<file path="src/rtl/seq_pkg.sv">
// Shared definitions for the A-series sequencer: state encoding, opcode map,
// branch-condition codes, datapath selector values and flag bit positions.
package seq_pkg;

    typedef enum logic [2:0] {
        S_RESET  = 3'd0,
        S_FETCH  = 3'd1,
        S_DECODE = 3'd2,
        S_MEM    = 3'd3,
        S_EXEC   = 3'd4,
        S_HALT   = 3'd5
    } state_e;

    localparam logic [3:0] OP_NOP = 4'h0;
    localparam logic [3:0] OP_HLT = 4'h1;
    localparam logic [3:0] OP_LDI = 4'h2;
    localparam logic [3:0] OP_LD  = 4'h3;
    localparam logic [3:0] OP_ST  = 4'h4;
    localparam logic [3:0] OP_STX = 4'h5;
    localparam logic [3:0] OP_JMP = 4'h6;
    localparam logic [3:0] OP_RET = 4'h7;
    localparam logic [3:0] OP_BRD = 4'h8;
    localparam logic [3:0] OP_BRX = 4'h9;
    localparam logic [3:0] OP_ADD = 4'hA;
    localparam logic [3:0] OP_SUB = 4'hB;
    localparam logic [3:0] OP_AND = 4'hC;
    localparam logic [3:0] OP_OR  = 4'hD;
    localparam logic [3:0] OP_XOR = 4'hE;
    localparam logic [3:0] OP_ILL = 4'hF;

    localparam logic [1:0] CN_Z  = 2'b00;
    localparam logic [1:0] CN_NZ = 2'b01;
    localparam logic [1:0] CN_LT = 2'b10;
    localparam logic [1:0] CN_C  = 2'b11;

    localparam logic [1:0] DATA_SRC_IMM = 2'b00;
    localparam logic [1:0] DATA_SRC_MEM = 2'b01;
    localparam logic [1:0] DATA_SRC_ALU = 2'b10;

    localparam logic [1:0] PC_SRC_BRA = 2'b00;
    localparam logic [1:0] PC_SRC_RET = 2'b01;
    localparam logic [1:0] PC_SRC_REG = 2'b10;

    localparam logic [1:0] ADDR_SRC_PC = 2'b00;
    localparam logic [1:0] ADDR_SRC_IR = 2'b10;

    localparam int unsigned FLG_Z = 0;
    localparam int unsigned FLG_C = 1;
    localparam int unsigned FLG_N = 2;
    localparam int unsigned FLG_V = 3;

endpackage

</file>
<file path="src/rtl/branch_cond.sv">
// Branch condition evaluator: maps a 2-bit condition code and the {V,N,C,Z}
// flag vector onto a single take/not-take decision.
module branch_cond
    import seq_pkg::*;
(
    input  logic [1:0] cn,
    input  logic [3:0] flags,
    output logic       take
);

    always_comb begin
        take = 1'b0;
        case (cn)
            CN_Z:    take = flags[FLG_Z];
            CN_NZ:   take = ~flags[FLG_Z];
            CN_LT:   take = flags[FLG_N] ^ flags[FLG_V];
            CN_C:    take = flags[FLG_C];
            default: take = 1'b0;
        endcase
    end

endmodule

</file>
<file path="src/rtl/seq_control_ws.sv">
// Multi-cycle instruction sequencer with a variable-latency memory handshake,
// access timeout, illegal-opcode trap and halt/resume.
module seq_control_ws
    import seq_pkg::*;
#(
    parameter int unsigned DataWidth  = 16,
    parameter int unsigned ALUOpSize  = 4,
    parameter int unsigned MemTimeout = 15
) (
    input  logic                 Clk,
    input  logic                 Reset,
    input  logic [DataWidth-1:0] IR,
    input  logic [3:0]           ALU_FlgsIn,
    input  logic                 MEM_Ack,
    input  logic                 Resume,
    output logic                 MEM_Req,
    output logic                 MEM_Wr,
    output logic [1:0]           ADDR_Src,
    output logic                 IR_Ld,
    output logic                 PC_Rst,
    output logic                 PC_Inc,
    output logic                 PC_Ld,
    output logic [1:0]           PC_Src,
    output logic                 BRA_Src,
    output logic                 STK_Ld,
    output logic                 REG_WE,
    output logic [1:0]           DATA_Src,
    output logic                 Src1_Sel,
    output logic [ALUOpSize-1:0] ALU_Op,
    output logic                 ALU_Ld,
    output logic                 FLG_Ld,
    output logic                 FLG_Rst,
    output logic                 Halt,
    output logic                 Fault
);

    localparam int unsigned CntWidth = $clog2(MemTimeout + 1);

    state_e                state_q, state_d;
    logic [CntWidth-1:0]   wait_cnt_q, wait_cnt_d;
    logic                  fault_q, fault_d;

    logic [3:0]            opcode;
    logic [1:0]            cn;
    logic                  jp_link;
    logic                  br_take;
    logic                  wait_limit;
    logic [ALUOpSize-1:0]  alu_op_val;
    logic                  unused_ir_low;

    assign opcode        = IR[DataWidth-1 -: 4];
    assign cn            = IR[DataWidth-5 -: 2];
    assign jp_link       = IR[DataWidth-5];
    assign alu_op_val    = ALUOpSize'(opcode - OP_ADD);
    assign wait_limit    = (wait_cnt_q == CntWidth'(MemTimeout));
    assign unused_ir_low = ^IR[DataWidth-7:0];

    branch_cond u_branch_cond (
        .cn    (cn),
        .flags (ALU_FlgsIn),
        .take  (br_take)
    );

    // NOTE: every output and next-state signal gets a default before the case so no path leaves one unassigned (which would infer a latch).
    always_comb begin
        state_d    = state_q;
        wait_cnt_d = '0;
        fault_d    = fault_q;
        MEM_Req    = 1'b0;
        MEM_Wr     = 1'b0;
        ADDR_Src   = ADDR_SRC_PC;
        IR_Ld      = 1'b0;
        PC_Rst     = 1'b0;
        PC_Inc     = 1'b0;
        PC_Ld      = 1'b0;
        PC_Src     = PC_SRC_BRA;
        BRA_Src    = 1'b0;
        STK_Ld     = 1'b0;
        REG_WE     = 1'b0;
        DATA_Src   = DATA_SRC_IMM;
        Src1_Sel   = 1'b1;
        ALU_Op     = '0;
        ALU_Ld     = 1'b0;
        FLG_Ld     = 1'b0;
        FLG_Rst    = 1'b0;
        Halt       = 1'b0;

        case (state_q)
            S_RESET: begin
                PC_Rst  = 1'b1;
                FLG_Rst = 1'b1;
                state_d = S_FETCH;
            end

            S_FETCH: begin
                MEM_Req  = 1'b1;
                ADDR_Src = ADDR_SRC_PC;
                if (MEM_Ack) begin
                    IR_Ld   = 1'b1;
                    PC_Inc  = 1'b1;
                    state_d = S_DECODE;
                end
            end

            S_DECODE: begin
                state_d = S_FETCH;
                case (opcode)
                    OP_NOP: ;
                    OP_HLT: state_d = S_HALT;
                    OP_LDI: begin
                        REG_WE   = 1'b1;
                        DATA_Src = DATA_SRC_IMM;
                    end
                    OP_LD, OP_ST, OP_STX: state_d = S_MEM;
                    OP_JMP: begin
                        PC_Ld  = 1'b1;
                        PC_Src = PC_SRC_REG;
                        STK_Ld = ~jp_link;
                    end
                    OP_RET: begin
                        PC_Ld  = 1'b1;
                        PC_Src = PC_SRC_RET;
                    end
                    OP_BRD, OP_BRX: begin
                        FLG_Rst = 1'b1;
                        if (br_take) begin
                            PC_Ld   = 1'b1;
                            PC_Src  = PC_SRC_BRA;
                            BRA_Src = (opcode == OP_BRD);
                        end
                    end
                    OP_ADD, OP_SUB, OP_AND, OP_OR, OP_XOR: begin
                        ALU_Op  = alu_op_val;
                        ALU_Ld  = 1'b1;
                        FLG_Ld  = 1'b1;
                        state_d = S_EXEC;
                    end
                    default: begin
                        fault_d = 1'b1;
                        state_d = S_HALT;
                    end
                endcase
            end

            S_MEM: begin
                MEM_Req  = 1'b1;
                ADDR_Src = ADDR_SRC_IR;
                case (opcode)
                    OP_ST: begin
                        MEM_Wr   = 1'b1;
                        Src1_Sel = 1'b0;
                    end
                    OP_STX: begin
                        MEM_Wr   = 1'b1;
                        Src1_Sel = 1'b1;
                    end
                    default: begin
                        if (MEM_Ack) begin
                            REG_WE   = 1'b1;
                            DATA_Src = DATA_SRC_MEM;
                        end
                    end
                endcase
                if (MEM_Ack) state_d = S_FETCH;
            end

            S_EXEC: begin
                REG_WE   = 1'b1;
                DATA_Src = DATA_SRC_ALU;
                ALU_Op   = alu_op_val;
                state_d  = S_FETCH;
            end

            S_HALT: begin
                Halt = 1'b1;
                if (Resume && !fault_q) state_d = S_FETCH;
            end

            default: state_d = S_RESET;
        endcase

        // Shared wait/timeout handling for both memory phases; an ack in the
        // limit cycle has already advanced the state above and wins.
        if ((state_q == S_FETCH || state_q == S_MEM) && !MEM_Ack) begin
            if (wait_limit) begin
                fault_d = 1'b1;
                state_d = S_HALT;
            end else begin
                wait_cnt_d = wait_cnt_q + CntWidth'(1);
            end
        end
    end

    assign Fault = fault_q;

    // NOTE: Reset is synchronous and checked first, so it overrides any in-flight access or halt.
    always_ff @(posedge Clk) begin
        if (Reset) begin
            state_q    <= S_RESET;
            wait_cnt_q <= '0;
            fault_q    <= 1'b0;
        end else begin
            state_q    <= state_d;
            wait_cnt_q <= wait_cnt_d;
            fault_q    <= fault_d;
        end
    end

endmodule

</file>
<file path="config.mk">
export PLATFORM = sky130hd
export DESIGN_NAME = seq_control_ws
export DESIGN_NICKNAME = d
export VERILOG_FILES = /design/src/rtl/seq_pkg.sv /design/src/rtl/branch_cond.sv /design/src/rtl/seq_control_ws.sv
export SDC_FILE = /design/constraint.sdc
export NUM_CORES = 1
export LEC_CHECK = 0
export ABC_AREA = 1
export CAP_MARGIN = 20
export CORE_MARGIN = 2
export CORE_UTILIZATION = 34
export CTS_CLUSTER_DIAMETER = 30
export DETAILED_ROUTE_END_ITERATION = 8
export MAX_ROUTING_LAYER = met4
export PLACE_DENSITY = 0.78
export SYNTH_ARGS = -nofsm -noshare
export SYNTH_HDL_FRONTEND = slang
export SYNTH_SLANG_ARGS = --single-unit
</file>
<file path="constraint.sdc">
create_clock -name Clk -period 1.2 [get_ports Clk]
set_input_delay 0.12 -clock Clk [delete_from_list [all_inputs] [get_ports Clk]]
set_output_delay 0.12 -clock Clk [all_outputs]
set_load 0.01 [all_outputs]
</file>
### After elaboration in Yosys (flattened, before gate mapping)

Cells that the tools add are included.

| word-level totals | value |
|---|---|
| logic and storage cells | 94 |
| output and inout bits | 25 |
| input bits | 24 |
| register bits | 8 |

| operators by class | value |
|---|---|
| bitwise operators | 4 |
| reductions and logical operators | 18 |
| eq/ne operators | 23 |
| add/subtract/negate cells | 2 |
| mux-type cells | 44 |

Operators with widths:

| kind | count |
|---|---|
| == test 4 bit (second input constant) | 8 |
| 2-to-1 mux 1 bit | 27 |
| == test 4 x 3 -> 1 bit (second input constant) | 4 |
| 2-to-1 mux 3 bit | 5 |
| one-hot mux 3 bit (5 select lines) | 1 |
| OR reduction 15 bit | 1 |
| OR reduction 2 bit | 5 |
| one-hot mux 3 bit (3 select lines) | 1 |
| == test 4 x 2 -> 1 bit (second input constant) | 2 |
| one-hot mux 2 bit (2 select lines) | 2 |
| one-hot mux 4 bit (2 select lines) | 1 |
| == test 3 x 2 -> 1 bit (second input constant) | 2 |
| == test 3 bit (second input constant) | 2 |
| OR reduction 3 bit | 2 |
| OR reduction 6 bit | 1 |
| OR reduction 5 bit | 1 |
| adder 4 x 1 -> 4 bit (second input constant) | 1 |
| == test 2 bit (second input constant) | 2 |
| == test 4 x 1 -> 1 bit (second input constant) | 1 |
| zero test 4 bit | 1 |
| 2-to-1 mux 2 bit | 2 |
| 2-to-1 mux 4 bit | 1 |
| one-hot mux 1 bit (2 select lines) | 2 |
| one-hot mux 1 bit (4 select lines) | 1 |
| other kinds (11) | 15 |

### Longest topological paths before layout

| logic depth | value |
|---|---|
| word-level depth | 6 |
| gate-level depth with buffers | 7 |
| gate-level depth less buffers | 7 |

### By module

From an unflattened synthesis, not the netlist that was laid out.

| unflattened totals | value |
|---|---|
| cells, all modules | 123 |
| area total of the unflattened synthesis | 711.9 um^2 |

Modules (own cells, without submodules):

| module | cells an instance | sequential area each (um^2) | area each (um^2) | instances |
|---|---|---|---|---|
| seq_control_ws | 109 | 160.2 | 651.9 | 1 |
| branch_cond | 14 | 0.0 | 60.1 | 1 |

### Worst setup path after synthesis

Ideal clock, no wire load.

| path | value |
|---|---|
| path kind | register to output |
| start | reg state_q[2] |
| end | out ALU_Op[0] |
| buffers on the path | 0 |
| data arrival time | 1.170 ns |
| required time | 1.080 ns |
| cell stages (with the launch flop) | 8 |
| setup slack | -0.090 ns |
| path through | dfxtp_1 inv_2 nand2_1 nor2_4 inv_2 a21oi_2 nor2_1 nor2_1 |

| between the ends | value |
|---|---|
| longest elaborated chain between the ends | 2 |
| elaborated cells on any way between the ends | 3 |
| classes of those cells | 2 x eq/ne; 1 x mux |

Ends and longest elaborated chain:

| what | RTL line | RTL |
|---|---|---|
| start, declared | seq_control_ws.sv:39 | `state_e state_q, state_d;` |
| start signal, assigned | seq_control_ws.sv:203 | `state_q <= state_d;` |
| == test 3 bit or == test 3 x 2 -> 1 bit (tied branches) | seq_control_ws.sv:88 | `case (state_q)` |
| one-hot mux 4 bit (2 select lines) * | seq_control_ws.sv:88 |  |
| end, declared | seq_control_ws.sv:29 | `output logic [ALUOpSize-1:0] ALU_Op,` |

Mark *: on every way between the ends. The rest lies on a longest branch, timed or not.

### Worst setup path in the final report

| path | value |
|---|---|
| start | reg state_q[2] |
| end | out ALU_Op[2] |

Same word-level chain as after synthesis.

==> results.cfg <==
[drt]
vias = 1051
routed_via_density = 4.843
dr.pass1.iters = 6
avgRoutedWirePerCell_um = 14.08
routed_wl_mm = 3.055
drc = 0
drt_iter0_drc = 17
detail-route-antenna-nets = 0

[logic_synthesis]
synthTopCellsByArea = dfxtp_1, nor2_1, nand2_1
netlist.area_leader.share_pct = 22.90
ys_warn_count = 0
ys_seq_elements = 8
yosys.area.top_type = dfxtp_1
synthArstFlopShare_pct = 0
syn_area_sq_um = 699.4
synth-edff-count = 0
yosys_most_used_dff = dfxtp_1
synth_commonest_cells = nor2_1, nand2_1, inv_1
netlist_instances = 117
syn_nets = 143
yosysSeqAreaShare_pct = 22.90
syn_avg_cell_area_sq_um = 5.978
synth_most_common_cell = nor2_1
synth_cell_types = 24

[finish]
area_delta_synth_final_pct = 117.7
fill_cells = 141
drive_gt1_share_pct = 58.42
antennaDiodeCount = 0
multi_input_area_sq_um = 615.6
regArea_sq_um = 168.9
design_area_sq_mm = 0.001523
nets = 218

[setup_path]
cp-end-kind = output pin
worst-path-max-fanout = 4
cp_data_required_time_ns = 1.08
cp.arrival_ns = 1.38
cp-start-kind = register
path_class = register to output pin

[global_routing]
antenna_found_initial = 0
grt_max_degree = 7
grt_first_pass_wirelength_mm = 4.595
grt_pass1_vias = 1046
grt_overflow = 0
grt_use_total_pct = 25.20

[die]
ioPinCount = 49
die_y_um = 49.36
die_width_um = 49.36
start_util_pct = 36.02
rows = 16
die_area_sq_mm = 0.002436
core_sq_mm = 0.001942

[power_and_ir_drop]
irDropWorstVdd_mv = 0.7411
power-per-cell-area_mw_per_mm2 = 622.2
p_leak_nw = 0.7875

[sta]
finalSetupViolations = 30
fin_crit_ns = 1.503
rsz0062_at_grt = true
skew_ns = 0.001566
worst_slack_ns = -0.3032
finalCritPeriodShare_pct = 125.3
fmax_mhz = 665.2
fin_setup_tns_ns = -4.767
hold_violations = 0
drv_slew = 0

[clock_network]
cts-root-buf = clkbuf_4
cts_tree = built
cts_buffers = 3
cts.clk_slew.worst_paths_ns = 0.05
clock_latency_ns = 0.26
cts_buffer_depth = 2
cts.sinks = 8
htreeDepth = 1

[placement]
port_buffers = 37
dp_hpwl_mm = 2.019
gp_congestion = 0.8777
placed_cell_area_sq_mm = 0.001321

[outcome]
violations = setup timing
outcome = complete, but fails checks

[worst_hold_path]
hold_class = input pin to register

[run]
drv_cap = 0
## registers in the layout, indices dropped and copies added, names as in the netlist
register / cells
state_q: 3
Fault: 1
wait_cnt_q: 4
## kinds of logic (layout without fill, tap and decap cells)
| logic type | count (synthesis) | count (layout) | synth area share [%] |
|---|---|---|---|
| simple gates | 66 | 66 | 44.55 |
| buf+inv | 23 | 96 | 13.95 |
| compound gates | 14 | 14 | 10.73 |
| flops | 8 | 8 | 22.90 |
| xor+xnor | 3 | 3 | 3.757 |
| fa+ha+maj | 2 | 2 | 3.577 |
| other cells | 1 | 1 | 0.5362 |
## placed cells by master, fill, tap and decap left out, types with 7 or more instances in the layout
master and instances:
buf_6 15, clkdlybuf4s50_1 8, buf_2 16, inv_1 11, inv_2 7, nand2_1 14
nand3_1 8, nor2_1 11, nor2_4 7, buf_4 27
## power by group
| part | leakage, nW | switching (mW) | total, mW | internal (mW) |
|---|---|---|---|---|
| registers | 0.0667 | 0.0124 | 0.289 | 0.277 |
| clock network | 0.0138 | 0.0917 | 0.206 | 0.114 |
| logic | 0.707 | 0.232 | 0.452 | 0.220 |
## worst paths after layout
check / from / end / slack (ns) / depth (start not counted)
max: state_q[2] / ALU_Op[2] / -0.30 / 9
min: IR[15] / Fault / 0.40 / 5
max reg2reg: state_q[2] / state_q[2] / -0.18 / 9
min reg2reg: wait_cnt_q[0] / wait_cnt_q[0] / 0.45 / 1
## worst max-delay path, cell delays in order, from the launching register on
cell     delay, ns
dfxtp_2       0.33
inv_2         0.06
nand2_2       0.06
nor2_4        0.10
inv_2         0.06
a21oi_4       0.12
buf_6         0.12
nor2_4        0.04
nor2_2        0.09
buf_2         0.15
## area by class of cell
cell class	instances	area share (%)
Clock buffer	3	1.479
Sequential cell	8	11.09
Tap cell	27	2.219
Inverter	19	4.848
Timing Repair Buffer	74	39.93
Multi-Input combinational cell	86	40.43
## routing by layer
metal / up-vias / share of wire, % / global-route usage (%)
met2: 42 / 51 / 43.47
li1: 517 / - / -
met5: - / 0 / -
met3: 10 / 6.4 / 4.908
met1: 482 / 39 / 27.43
met4: 0 / 3.6 / 12.38
## repair_timing
item | 4_1_cts | 5_1_grt
hold buffers | 0 | 0
resized for setup | 131 | 33
endpoints found under the setup margin | 32 | 31
pin swaps | 15 | 9
setup buffers | 8 | 4
## stage by stage
stage                     hold WS (ns)  util [%]  setup slack (ns)  power [mW]  cells
after floorplan                 0.1891         -          -0.02252      0.4397    117
after global placement          0.4331     68.04           -0.7124      0.6429    205
after detailed placement        0.4386     68.04           -0.7835      0.6541    205
after CTS                       0.4484     72.49           -0.2879      0.8920    215
after global routing            0.4355     78.41           -0.3508       1.001    217
final                           0.4015     78.41           -0.3032      0.9474    217
Power figures use the tool's default switching activity.
